`config.mk`:
```
export PLATFORM = sky130hd
export DESIGN_NAME = vga_timing_gen
export DESIGN_NICKNAME = d
export VERILOG_FILES = /design/src/rtl/vga_timing_pkg.sv /design/src/rtl/vga_timing_gen_wrap_counter.sv /design/src/rtl/vga_timing_gen.sv
export SDC_FILE = /design/constraint.sdc
export NUM_CORES = 1
export LEC_CHECK = 0
export BUFFER_PORTS_ARGS = -buffer_cell sky130_fd_sc_hd__buf_2
export CAP_MARGIN = 25
export CORE_MARGIN = 2
export CORE_UTILIZATION = 45
export DETAILED_ROUTE_END_ITERATION = 10
export MAX_ROUTING_LAYER = met4
export PLACE_DENSITY = 0.75
export RECOVER_POWER = 100
export REMOVE_ABC_BUFFERS = 1
export SLEW_MARGIN = 20
export SYNTH_ARGS = -nofsm -noshare
export SYNTH_HDL_FRONTEND = slang
export SYNTH_SLANG_ARGS = --single-unit
```
`constraint.sdc`:
```
create_clock -name clk25 -period 3.9 [get_ports clk25]
set_clock_uncertainty 0.05 [all_clocks]
set_input_delay 0.585 -clock clk25 [delete_from_list [all_inputs] [get_ports clk25]]
set_output_delay 0.585 -clock clk25 [all_outputs]
set_load 0.01 [all_outputs]
```
`src/rtl/vga_timing_pkg.sv`:
```
// Default VGA 640x480@60 timing constants and coordinate widths shared by the
// raster generator and its consumers.
package vga_timing_pkg;

    localparam int CNT_W = 10;   // internal hCount/vCount width
    localparam int X_W   = 10;
    localparam int Y_W   = 9;

    localparam int DEF_WIDTH         = 640;
    localparam int DEF_H_FRONT_PORCH = 16;
    localparam int DEF_H_SYNC        = 96;
    localparam int DEF_H_BACK_PORCH  = 48;

    localparam int DEF_HEIGHT        = 480;
    localparam int DEF_V_FRONT_PORCH = 10;
    localparam int DEF_V_SYNC        = 2;
    localparam int DEF_V_BACK_PORCH  = 33;

    localparam int DEF_H_TOTAL = DEF_WIDTH + DEF_H_FRONT_PORCH + DEF_H_SYNC + DEF_H_BACK_PORCH;
    localparam int DEF_V_TOTAL = DEF_HEIGHT + DEF_V_FRONT_PORCH + DEF_V_SYNC + DEF_V_BACK_PORCH;

    // Half-open window test [lo, hi) on a counter value.
    function automatic logic in_window(input int c, input int lo, input int hi);
        return (c >= lo) && (c < hi);
    endfunction

endpackage

```
`src/rtl/vga_timing_gen_wrap_counter.sv`:
```
// Modulo-MODULUS up-counter with enable, async active-high reset and a
// terminal-count flag that is high while the count sits at MODULUS-1.
module wrap_counter #(
    parameter int WIDTH   = 10,
    parameter int MODULUS = 800
) (
    input  logic             clk_i,
    input  logic             rst_i,
    input  logic             en_i,
    output logic [WIDTH-1:0] count_o,
    output logic             tc_o
);

    localparam logic [WIDTH-1:0] LAST = WIDTH'(MODULUS - 1);

    if (MODULUS < 2 || MODULUS > (1 << WIDTH)) begin : g_bad_modulus
        $error("wrap_counter: MODULUS must lie in 2..2**WIDTH");
    end

    logic [WIDTH-1:0] count_q, count_d;
    logic             at_last;

    assign at_last = (count_q == LAST);

    always_comb begin
        count_d = count_q;
        if (en_i) begin
            count_d = at_last ? '0 : count_q + WIDTH'(1);
        end
    end

    always_ff @(posedge clk_i or posedge rst_i) begin
        if (rst_i) begin
            count_q <= '0;
        end else begin
            count_q <= count_d;
        end
    end

    assign count_o = count_q;
    assign tc_o    = at_last;

endmodule

```
`src/rtl/vga_timing_gen.sv`:
```
// VGA raster timing: chained h/v wrap counters with purely combinational decode
// of syncs, active video, coordinates and end-of-frame strobe.
// Optional frameCount output when VGA_FRAME_COUNT_EN is defined.
module vga_timing_gen
    import vga_timing_pkg::*;
#(
    parameter int WIDTH         = DEF_WIDTH,
    parameter int HEIGHT        = DEF_HEIGHT,
    parameter int H_FRONT_PORCH = DEF_H_FRONT_PORCH,
    parameter int H_SYNC        = DEF_H_SYNC,
    parameter int H_BACK_PORCH  = DEF_H_BACK_PORCH,
    parameter int V_FRONT_PORCH = DEF_V_FRONT_PORCH,
    parameter int V_SYNC        = DEF_V_SYNC,
    parameter int V_BACK_PORCH  = DEF_V_BACK_PORCH
) (
    input  logic           clk25,
    input  logic           reset,
    output logic           screenEnd,
    output logic           active,
    output logic           hSync,
    output logic           vSync,
    output logic [X_W-1:0] x,
    output logic [Y_W-1:0] y
`ifdef VGA_FRAME_COUNT_EN
    ,
    output logic [15:0]    frameCount
`endif
);

    localparam int H_TOTAL  = WIDTH + H_FRONT_PORCH + H_SYNC + H_BACK_PORCH;
    localparam int V_TOTAL  = HEIGHT + V_FRONT_PORCH + V_SYNC + V_BACK_PORCH;
    localparam int HS_START = WIDTH + H_FRONT_PORCH;
    localparam int HS_END   = HS_START + H_SYNC;
    localparam int VS_START = HEIGHT + V_FRONT_PORCH;
    localparam int VS_END   = VS_START + V_SYNC;

    if (H_TOTAL > (1 << CNT_W) || V_TOTAL > (1 << CNT_W)) begin : g_bad_timing
        $error("vga_timing_gen: timing totals do not fit the counter width");
    end

    logic [CNT_W-1:0] h_cnt, v_cnt;
    logic             h_tc;
    // Vertical wrap is implied by the counter itself; nothing downstream needs it.
    logic             v_tc_unused;

    wrap_counter #(.WIDTH(CNT_W), .MODULUS(H_TOTAL)) u_hcnt (
        .clk_i   (clk25),
        .rst_i   (reset),
        .en_i    (1'b1),
        .count_o (h_cnt),
        .tc_o    (h_tc)
    );

    wrap_counter #(.WIDTH(CNT_W), .MODULUS(V_TOTAL)) u_vcnt (
        .clk_i   (clk25),
        .rst_i   (reset),
        .en_i    (h_tc),
        .count_o (v_cnt),
        .tc_o    (v_tc_unused)
    );

    int h_i, v_i;
    assign h_i = int'(h_cnt);
    assign v_i = int'(v_cnt);

    assign active    = (h_i < WIDTH) && (v_i < HEIGHT);
    assign hSync     = ~in_window(h_i, HS_START, HS_END);
    assign vSync     = ~in_window(v_i, VS_START, VS_END);
    assign screenEnd = (h_i == 0) && (v_i == HEIGHT);
    assign x         = h_cnt;
    assign y         = v_cnt[Y_W-1:0];

`ifdef VGA_FRAME_COUNT_EN
    logic [15:0] frame_cnt_q, frame_cnt_d;

    always_comb begin
        frame_cnt_d = frame_cnt_q;
        if (screenEnd) begin
            frame_cnt_d = frame_cnt_q + 16'd1;
        end
    end

    always_ff @(posedge clk25 or posedge reset) begin
        if (reset) begin
            frame_cnt_q <= '0;
        end else begin
            frame_cnt_q <= frame_cnt_d;
        end
    end

    assign frameCount = frame_cnt_q;
`endif

endmodule

```
==> results of run 1 <==
## routing by layer
layer | GRT usage, % | part of all wire, % | vias up
met5 | - | 0 | -
met4 | 4.422 | 0.61 | 0
met3 | 4.378 | 6.5 | 2
met2 | 26.55 | 48 | 36
met1 | 24.56 | 45 | 448
li1 | - | - | 455
## cell usage in the layout (no fill, tap or decap), drive strengths merged, types with 4 or more instances in the layout
cell / instances
ha: 4
nor4: 8
nor2: 10
nand2: 6
inv: 10
nand3: 10
dfrtp: 20
nand4: 8
clkbuf: 27
o21ai: 5
xnor2: 10
## cell type report
class	count	area share [%]
Timing Repair Buffer	24	7.228
Tap cell	30	2.970
Sequential cell	20	39.60
Multi-Input combinational cell	81	44.36
Clock buffer	4	2.871
Inverter	10	2.970
## critical path: cells and delay by family, from the launching register on
kind	cells	cell delay (ns)
AO/OA/AOI/OAI	2	0.45
AND/OR/NAND/NOR	2	1.74
flip-flops	1	0.48
## where the power goes
part / leakage (uW) / total [uW] / switching (uW) / internal [uW]
combinational: 0.000258 / 4.52 / 4.11 / 0.404
clock: 0.0000210 / 121 / 63.7 / 56.9
sequential: 0.000265 / 207 / 0 / 207
## sequential cells by signal, indices dropped and copies added, names as in the netlist
signal and cells:
u_vcnt.count_o 10, u_hcnt.count_o 10
## through the flow
step	instances	util [%]	cell area, sq um	power (uW)
final	169	49.66	1264	332.4
after global routing	169	49.66	1264	346.9
after CTS	169	52.56	1338	336.1
after detailed placement	165	51.13	1301	216.1
after global placement	165	51.13	1301	215.9
after floorplan	111	-	1144	214.4
## kinds of logic (layout without fill, tap and decap cells)
kind of cell / Yosys count / in the layout
AO/OA/AOI/OAI: 10 / 10
AND/OR/NAND/NOR: 54 / 54
buffers and inverters: 21 / 38
flip-flops: 20 / 20
adder cells (fa/ha/maj): 4 / 4
XOR/XNOR: 13 / 13
## path summary, 6_finish.rpt
check / from / end / slack [ns]
worst min register to register: u_hcnt.count_o[0] / u_hcnt.count_o[0] / 0.51
max in group asynchronous: reset / u_hcnt.count_o[5] / 2.95
worst max register to register: u_hcnt.count_o[5] / u_hcnt.count_o[9] / 1.07
worst min-delay path: reset / u_vcnt.count_o[8] / 0.35
worst max-delay path: u_hcnt.count_o[5] / u_hcnt.count_o[9] / 1.07
min in group clk25: u_hcnt.count_o[0] / u_hcnt.count_o[0] / 0.51
==> results.toml, run 1 <==
[run_status]
outcome = "completed"

[yosys]
ys_seq_area_share_pct = 40.57
synth_area_sq_um = 1234
synth-main-ff-cell = "dfrtp_1"
synth_edf_count = 0
synth-xor-area-share_pct = 9.838
yosys.area_share.simple_pct = 30.12
ys_warn_count = 0
synthAdderAreaFrac_pct = 4.057
ys_types = 33
synth.top_cells.by_area = "dfrtp_1, xnor2_1, buf_4"
syn_inst = 122
yosys.cell_count.top_type = "dfrtp_1"
synthMuxAreaShare_pct = 0
avgSynthCellArea_sq_um = 10.11
synth_top_family_by_area = "simple AND/OR/NAND/NOR gates"
synth-compound-area-share_pct = 5.071
synth_seq_cells = 20
synth_top_area_cell = "dfrtp_1"
async_reset_ff_share_pct = 100.0
synth_common_cells = "dfrtp_1, inv_1"
synth_top_area_share_pct = 40.57

[cts]
cts_setup_buffers = 0
clk_transition_reported_paths_ns = 0.12
cts_buffers = 3
cts-hold-fix-buffers = 0
cts_sinks = 20
cts-root-buf = "clkbuf_4"
htreeDepth = 1
cts_repair_resize_count = 0
cts.path.max_buffers = 2
cts_tree = "built"
clk-insertion-delay-late_ns = 0.30

[detailed_routing]
via_per_inst = 5.568
totalWireLength_microns = 2461
route.vias.total = 941
drcViolationCount = 0
first_iter_violations = 31
ant_nets = 0
dr.pass1.iters = 4
wl_per_cell_microns = 14.56

[critical_path]
critPathArrivalTime_ns = 2.97
path_class = "register to register"
rr_worst_depth = 4
critical_path_required_ns = 4.04
worst_setup_path_end_kind = "register"
cp_slowest_stage_delay_ns = 1.02
cp-start-kind = "register"
critPathSlowestCell = "nor3_1"
worst-path-max-fanout = 11
crit_path_cell_trace = "or4b_1 -> nor3_1 -> o21ai_0 -> a22o_1"

[sta]
setup_tns_ns = 0
fin_ws_ns = 1.074
setup_violations = 0
relSlewSlack_pct = 15.15
drv_slew = 0
hold_viol = 0
rsz0062_at_grt = "no"
period_share_pct = 72.47
fmax_ghz = 0.3538
tightestPinTransition_ns = 1.263
holdWs_ns = 0.3547
period_needed_ns = 2.826

[grt]
track_usage_pct = 17.85
grt_overflow_total = 0
grt_max_degree = 21
grt_pass1_wl_microns = 4429
first_global_vias = 913
antenna_found_initial = 0

[layout]
fillers = 261
drive_gt1_share_pct = 7.914
multi_input_area_sq_um = 560.5
n_antenna_cell = 0
area_growth_pct = 2.434
ff_latch_area_sq_um = 500.5
final_net_count = 146

[floorplan]
core_area_sq_um = 2545
dieHeight_microns = 56.36
num_io_pins = 25
die_area_sq_um = 3176
initial_core_util_pct = 48.48
rows = 18
die_w_microns = 56.36

[power_and_ir_drop]
p_leak_uw = 0.0005439
worst_ir_drop_vdd_v = 0.0001865
power.density_nw_per_um2 = 263.0

[job]
maxCapViolations = 0

[placement]
dpl.hpwl_microns = 1803
portBuffers = 24
routabilityCongestion = 0.9130
pre_cts_ws_ns = 1.686

[hold_path]
hp-class = "primary input to asynchronous set/reset pin"
(Power assumes the default switching activity.)
==> run 2, diff against run 1 <==
PLACE_DENSITY = 0.78   (was 0.75)
clock period = 2.3 ns   (was 3.9 ns; I/O delays follow)
==> run 2 against run 1 <==
Net effect: global-route usage decreased by 0.39 points; maximum frequency up 33%; core utilization increased by 1.2 points; count of clock-buffer cells in the layout is 1 lower; largest power group unchanged.
==> results.toml, run 2 (synthesized netlist as in run 1, its figures left out) <==
[grt]
grt_overflow_total = 0
grt_max_degree = 21
use_met1_pct = 21.29
first_global_vias = 910
track_usage_pct = 17.47
grt_pass1_wl_microns = 4174
busiest_layer = "met2"
antenna_found_initial = 0
use_met2_pct = 27.56
grt_util_met3_pct = 3.226

[cts]
cts.path.max_buffers = 2
clk_transition_reported_paths_ns = 0.11
cts_setup_buffers = 0
cts_sinks = 20
clk-insertion-delay-late_ns = 0.30
cts-root-buf = "clkbuf_4"
cts_tree = "built"
cts_buffers = 3
htreeDepth = 1

[power_and_ir_drop]
p_leak_uw = 0.0005341
worst_ir_drop_vdd_v = 0.0002630
power.density_nw_per_um2 = 405.2

[critical_path]
path_class = "register to register"
worst_setup_path_end_kind = "register"
critical_path_required_ns = 2.44
cp-start-kind = "register"
worst-path-max-fanout = 7
critPathArrivalTime_ns = 2.26

[floorplan]
initial_core_util_pct = 48.48
rows = 18
die_w_microns = 56.36
num_io_pins = 25
dieHeight_microns = 56.36
core_area_sq_um = 2545
die_area_sq_um = 3176

[sta]
fmax_ghz = 0.4720
hold_viol = 0
tightestPinTransition_ns = 0.7443
fin_ws_ns = 0.1812
period_share_pct = 92.12
drv_slew = 0
setup_tns_ns = 0
period_needed_ns = 2.119
relSlewSlack_pct = 50.33
rsz0062_at_grt = "no"
setup_violations = 0

[layout]
drive_gt1_share_pct = 14.18
ff_latch_area_sq_um = 500.5
fillers = 261
n_antenna_cell = 0
final_common_cell = "clkbuf_1"
multi_input_area_sq_um = 588.1
final_net_count = 149
final_cell_mix = "clkbuf_1, dfrtp_1, inv_1"
area_growth_pct = 4.868
final_cells = 171

[detailed_routing]
ant_nets = 0
via_per_inst = 5.567
first_iter_violations = 26
totalWireLength_microns = 2511
wl_per_cell_microns = 14.68
dr.pass1.iters = 4
route.vias.total = 952
drcViolationCount = 0

[placement]
routabilityCongestion = 0.8881
pre_cts_ws_ns = 0.3508
portBuffers = 24
dpl.hpwl_microns = 1793
placed_cells = 168

[hold_path]
hp-class = "primary input to asynchronous set/reset pin"

[job]
maxCapViolations = 0

[run_status]
outcome = "completed"
==> run 2: cell types whose count changed in the layout (fill, tap and decap cells not counted), sizes merged <==
cell | previous run | this run
buf | 1 | 4
clkbuf | 27 | 26
==> run 2: final cells by class <==
class,count,share of cell area [%]
Clock buffer,3,1.741
Inverter,10,2.901
Timing Repair Buffer,27,8.317
Multi-Input combinational cell,81,45.45
Tap cell,30,2.901
Sequential cell,20,38.68
==> run 2: report_power, final <==
part / switching, uW / total, uW / internal [uW] / leakage (uW)
clock: 104 / 165 / 61.2 / 0.0000138
sequential: 0 / 351 / 351 / 0.000265
combinational: 6.63 / 7.32 / 0.684 / 0.000255
total: 111 / 524 / 413 / 0.000534
==> run 2: worst max-delay path: stages, from the launching register on <==
cell	delay, ns
dfrtp_1	0.46
or4b_1	0.59
clkbuf_2	0.22
nor4_2	0.36
nand4_1	0.17
xnor2_1	0.15
==> run 2: path summary, 6_finish.rpt <==
path | end | depth (start not counted) | slack [ns] | start
max in group asynchronous | u_hcnt.count_o[9] | 2 | 1.63 | reset
hold / removal | u_hcnt.count_o[7] | 2 | 0.10 | reset
setup / recovery | u_vcnt.count_o[7] | 5 | 0.18 | u_hcnt.count_o[7]
setup reg to reg | u_vcnt.count_o[7] | 5 | 0.18 | u_hcnt.count_o[7]
hold reg to reg | u_hcnt.count_o[0] | 1 | 0.50 | u_hcnt.count_o[0]
min in group clk25 | u_hcnt.count_o[0] | 1 | 0.50 | u_hcnt.count_o[0]
==> run 2: repair_timing <==
item                                    4_1_cts  5_1_grt
hold buffers                                  0        0
gates resized for setup                       0        1
endpoints found under the setup margin        0        1
==> run 2: stage by stage <==
| step | util, % | hold WS (ns) | instance area, sq um | power, uW |
|---|---|---|---|---|
| after floorplan | - | 0.2588 | 1144 | 363.6 |
| after global placement | 52.02 | 0.4569 | 1324 | 366.1 |
| after detailed placement | 52.02 | 0.4682 | 1324 | 366.5 |
| after CTS | 52.90 | 0.1257 | 1346 | 532.8 |
| after global routing | 50.84 | 0.1554 | 1294 | 547.6 |
| final | 50.84 | 0.1007 | 1294 | 524.2 |
==> run 2: metal layers <==
| layer | share of wire [%] | vias up |
|---|---|---|
| li1 | - | 460 |
| met1 | 44 | 454 |
| met2 | 49 | 32 |
| met3 | 5.3 | 6 |
| met4 | 2.2 | 0 |
| met5 | 0 | - |
==> run 3, diff against run 2 <==
PLACE_DENSITY = 0.79   (was 0.78)
SYNTH_HIERARCHICAL = 1   (was default)
==> run 3 against run 2 <==
Net effect: core utilization is 8.1 points higher; flip-flop and latch count stayed put; area after synthesis is 6.8% lower; register-to-register slack hardly changed; routed wire length is 11% higher; global-route usage is 4.4 points higher; first-iteration DRC count is 42% lower; sequential share of layout area is 4.0 points lower.
==> results.toml, run 3 <==
[layout]
final_util_pct = 58.92
final_net_count = 172
ff_latch_area_sq_um = 501.7
final_cell_mix = "buf_2, dfrtp_1, nand2_1"
n_antenna_cell = 0
drive_gt1_share_pct = 24.10
fillers = 219
final_cells = 196
area_growth_pct = 25.79
multi_input_area_sq_um = 648.1

[critical_path]
cp_slowest_stage_delay_ns = 0.50
crit_path_cell_trace = "buf_6 -> or4_1 -> nor3_1 -> and4_1 -> buf_2"
critical_path_required_ns = 1.90
rr_startpoint = "u_hcnt/count_o[1]"
critPathArrivalTime_ns = 1.82
r2r_setup_slack_ns = 0.19
critPathSlowestCell = "or4_1"
cp-start-kind = "register"
worst-path-max-fanout = 8
path_class = "register to primary output"
timing.rr.end = "u_vcnt/count_o[9]"
rr_worst_depth = 7
worst_setup_path_end_kind = "primary output"

[grt]
grt_max_degree = 15
track_usage_pct = 21.91
use_met1_pct = 28.45
grt_overflow_total = 0
grt_pass1_wl_microns = 4478
first_global_vias = 962
use_met2_pct = 35.14
grt_util_met3_pct = 2.732
busiest_layer = "met2"
antenna_found_initial = 0

[power_and_ir_drop]
power.density_nw_per_um2 = 620.5
total_power_uw = 897.5
p_leak_uw = 0.0006519
worst_ir_drop_vdd_v = 0.0004820

[sta]
fin_ws_ns = 0.08372
drv_slew = 0
tightestPinTransition_ns = 0.6056
hold_viol = 0
period_share_pct = 96.36
setup_violations = 0
rsz0062_at_grt = "yes"
relSlewSlack_pct = 59.26
fmax_ghz = 0.4512
period_needed_ns = 2.216

[job]
maxCapViolations = 0

[floorplan]
dieHeight_microns = 54.55
initial_core_util_pct = 46.84
core_area_sq_um = 2455
rows = 18
num_io_pins = 25
die_w_microns = 54.55
die_area_sq_um = 2976

[detailed_routing]
dr.pass1.iters = 4
route.vias.total = 1095
wl_per_cell_microns = 14.28
drcViolationCount = 0
via_per_inst = 5.587
first_iter_violations = 15
ant_nets = 0
totalWireLength_microns = 2799

[cts]
clk_transition_reported_paths_ns = 0.11
htreeDepth = 1
cts-root-buf = "clkbuf_4"
cts_sinks = 20
clk-insertion-delay-late_ns = 0.30
cts_buffers = 3
cts.path.max_buffers = 2
cts_tree = "built"

[yosys]
synth_common_cells = "dfrtp_1, nand2_1, inv_1, nor3_1, xor2_1"
ys_types = 36
synth-main-ff-cell = "dfrtp_1"
avgSynthCellArea_sq_um = 9.348
synth.top_cells.by_area = "dfrtp_1, nand2_1, xor2_1"
synth_seq_cells = 20
synth_top_area_share_pct = 43.53
yosys.cell_count.top_type = "dfrtp_1"
synth_area_sq_um = 1150
async_reset_ff_share_pct = 100.0
ys_warn_count = 6
syn_inst = 123
ys_seq_area_share_pct = 43.53
synth_top_area_cell = "dfrtp_1"
synth_edf_count = 0

[placement]
pre_cts_ws_ns = 0.1585
placed_cells = 188
dpl.hpwl_microns = 2028
portBuffers = 24
routabilityCongestion = 0.8461

[run_status]
outcome = "completed"

[hold_path]
hp-class = "primary input to asynchronous set/reset pin"
[run 3: changes by cell type after synthesis, sizes merged, moves of 5 or more]
cell,delta
nand2,+11
nor2,-5
or4,+5
buf,-11
xnor2,-8
[run 3: report_power, final]
part | total (uW) | internal (uW) | leakage, uW | switching, uW
logic | 219 | 97.7 | 0.000368 | 121
registers | 474 | 396 | 0.000263 | 77.9
clock network | 205 | 96.5 | 0.0000210 | 108
total | 897 | 590 | 0.000652 | 307
[run 3: worst max path at each step]
stage	slack [ns]	to	from	cells after the start
6_report	0.08	screenEnd	u_hcnt/count_o[6]	5
5_1_grt	-0.001	u_vcnt/count_o[9]	u_hcnt/count_o[1]	7
4_1_cts	0.06	screenEnd	u_hcnt/count_o[4]	4
3_5_place_dp	0.16	u_vcnt/count_o[9]	u_hcnt/count_o[1]	7
3_3_place_gp	0.30	u_vcnt/count_o[9]	u_hcnt/count_o[1]	7
2_1_floorplan	-0.51	u_vcnt/count_o[9]	u_hcnt/count_o[0]	6
[run 3: worst max-delay path: cells and delay by family, from the launching register on]
family | cells | cell delay [ns]
AND/OR/NAND/NOR | 3 | 0.86
flip-flops | 1 | 0.40
buffers and inverters | 2 | 0.27
[run 3: routing by layer]
| metal | wire (microns) | share of wire (%) |
|---|---|---|
| met3 | 154 | 5.5 |
| met2 | 1447 | 52 |
| met1 | 1163 | 42 |
| met5 | 0 | 0 |
| met4 | 34 | 1.2 |
[run 3: layout make-up]
class / count / area share (%)
well taps: 30 / 2.595
clock buffers: 4 / 2.509
inverters: 7 / 1.817
multi-input cells: 101 / 44.81
flip-flops and latches: 20 / 34.69
repair buffers: 34 / 13.58
[run 3: timing repair]
item / 4_1_cts / 5_1_grt
hold endpoints to repair: 20 / 0
endpoints found under the setup margin: 0 / 2
setup buffers: 0 / 3
gates resized for setup: 0 / 3
hold buffers: 1 / 0
[run 3: logic make-up after synthesis]
logic type / count (synthesis) / synth area share (%)
fa+ha+maj: 3 / 3.265
xor+xnor: 9 / 6.856
simple gates: 63 / 32.65
buf+inv: 9 / 2.939
compound gates: 17 / 9.468
other cells: 1 / 0.3261
mux: 1 / 0.9793
flops: 20 / 43.53
[run 3: through the flow]
step | instance area (sq um) | TNS [ns] | hold WS, ns
after floorplan | 1169 | -1.938 | 0.1352
final | 1446 | 0 | 0.4967
after global placement | 1371 | 0 | 0.2982
after CTS | 1418 | 0 | 0.5113
after global routing | 1446 | -0.002069 | 0.5207
after detailed placement | 1371 | 0 | 0.2979
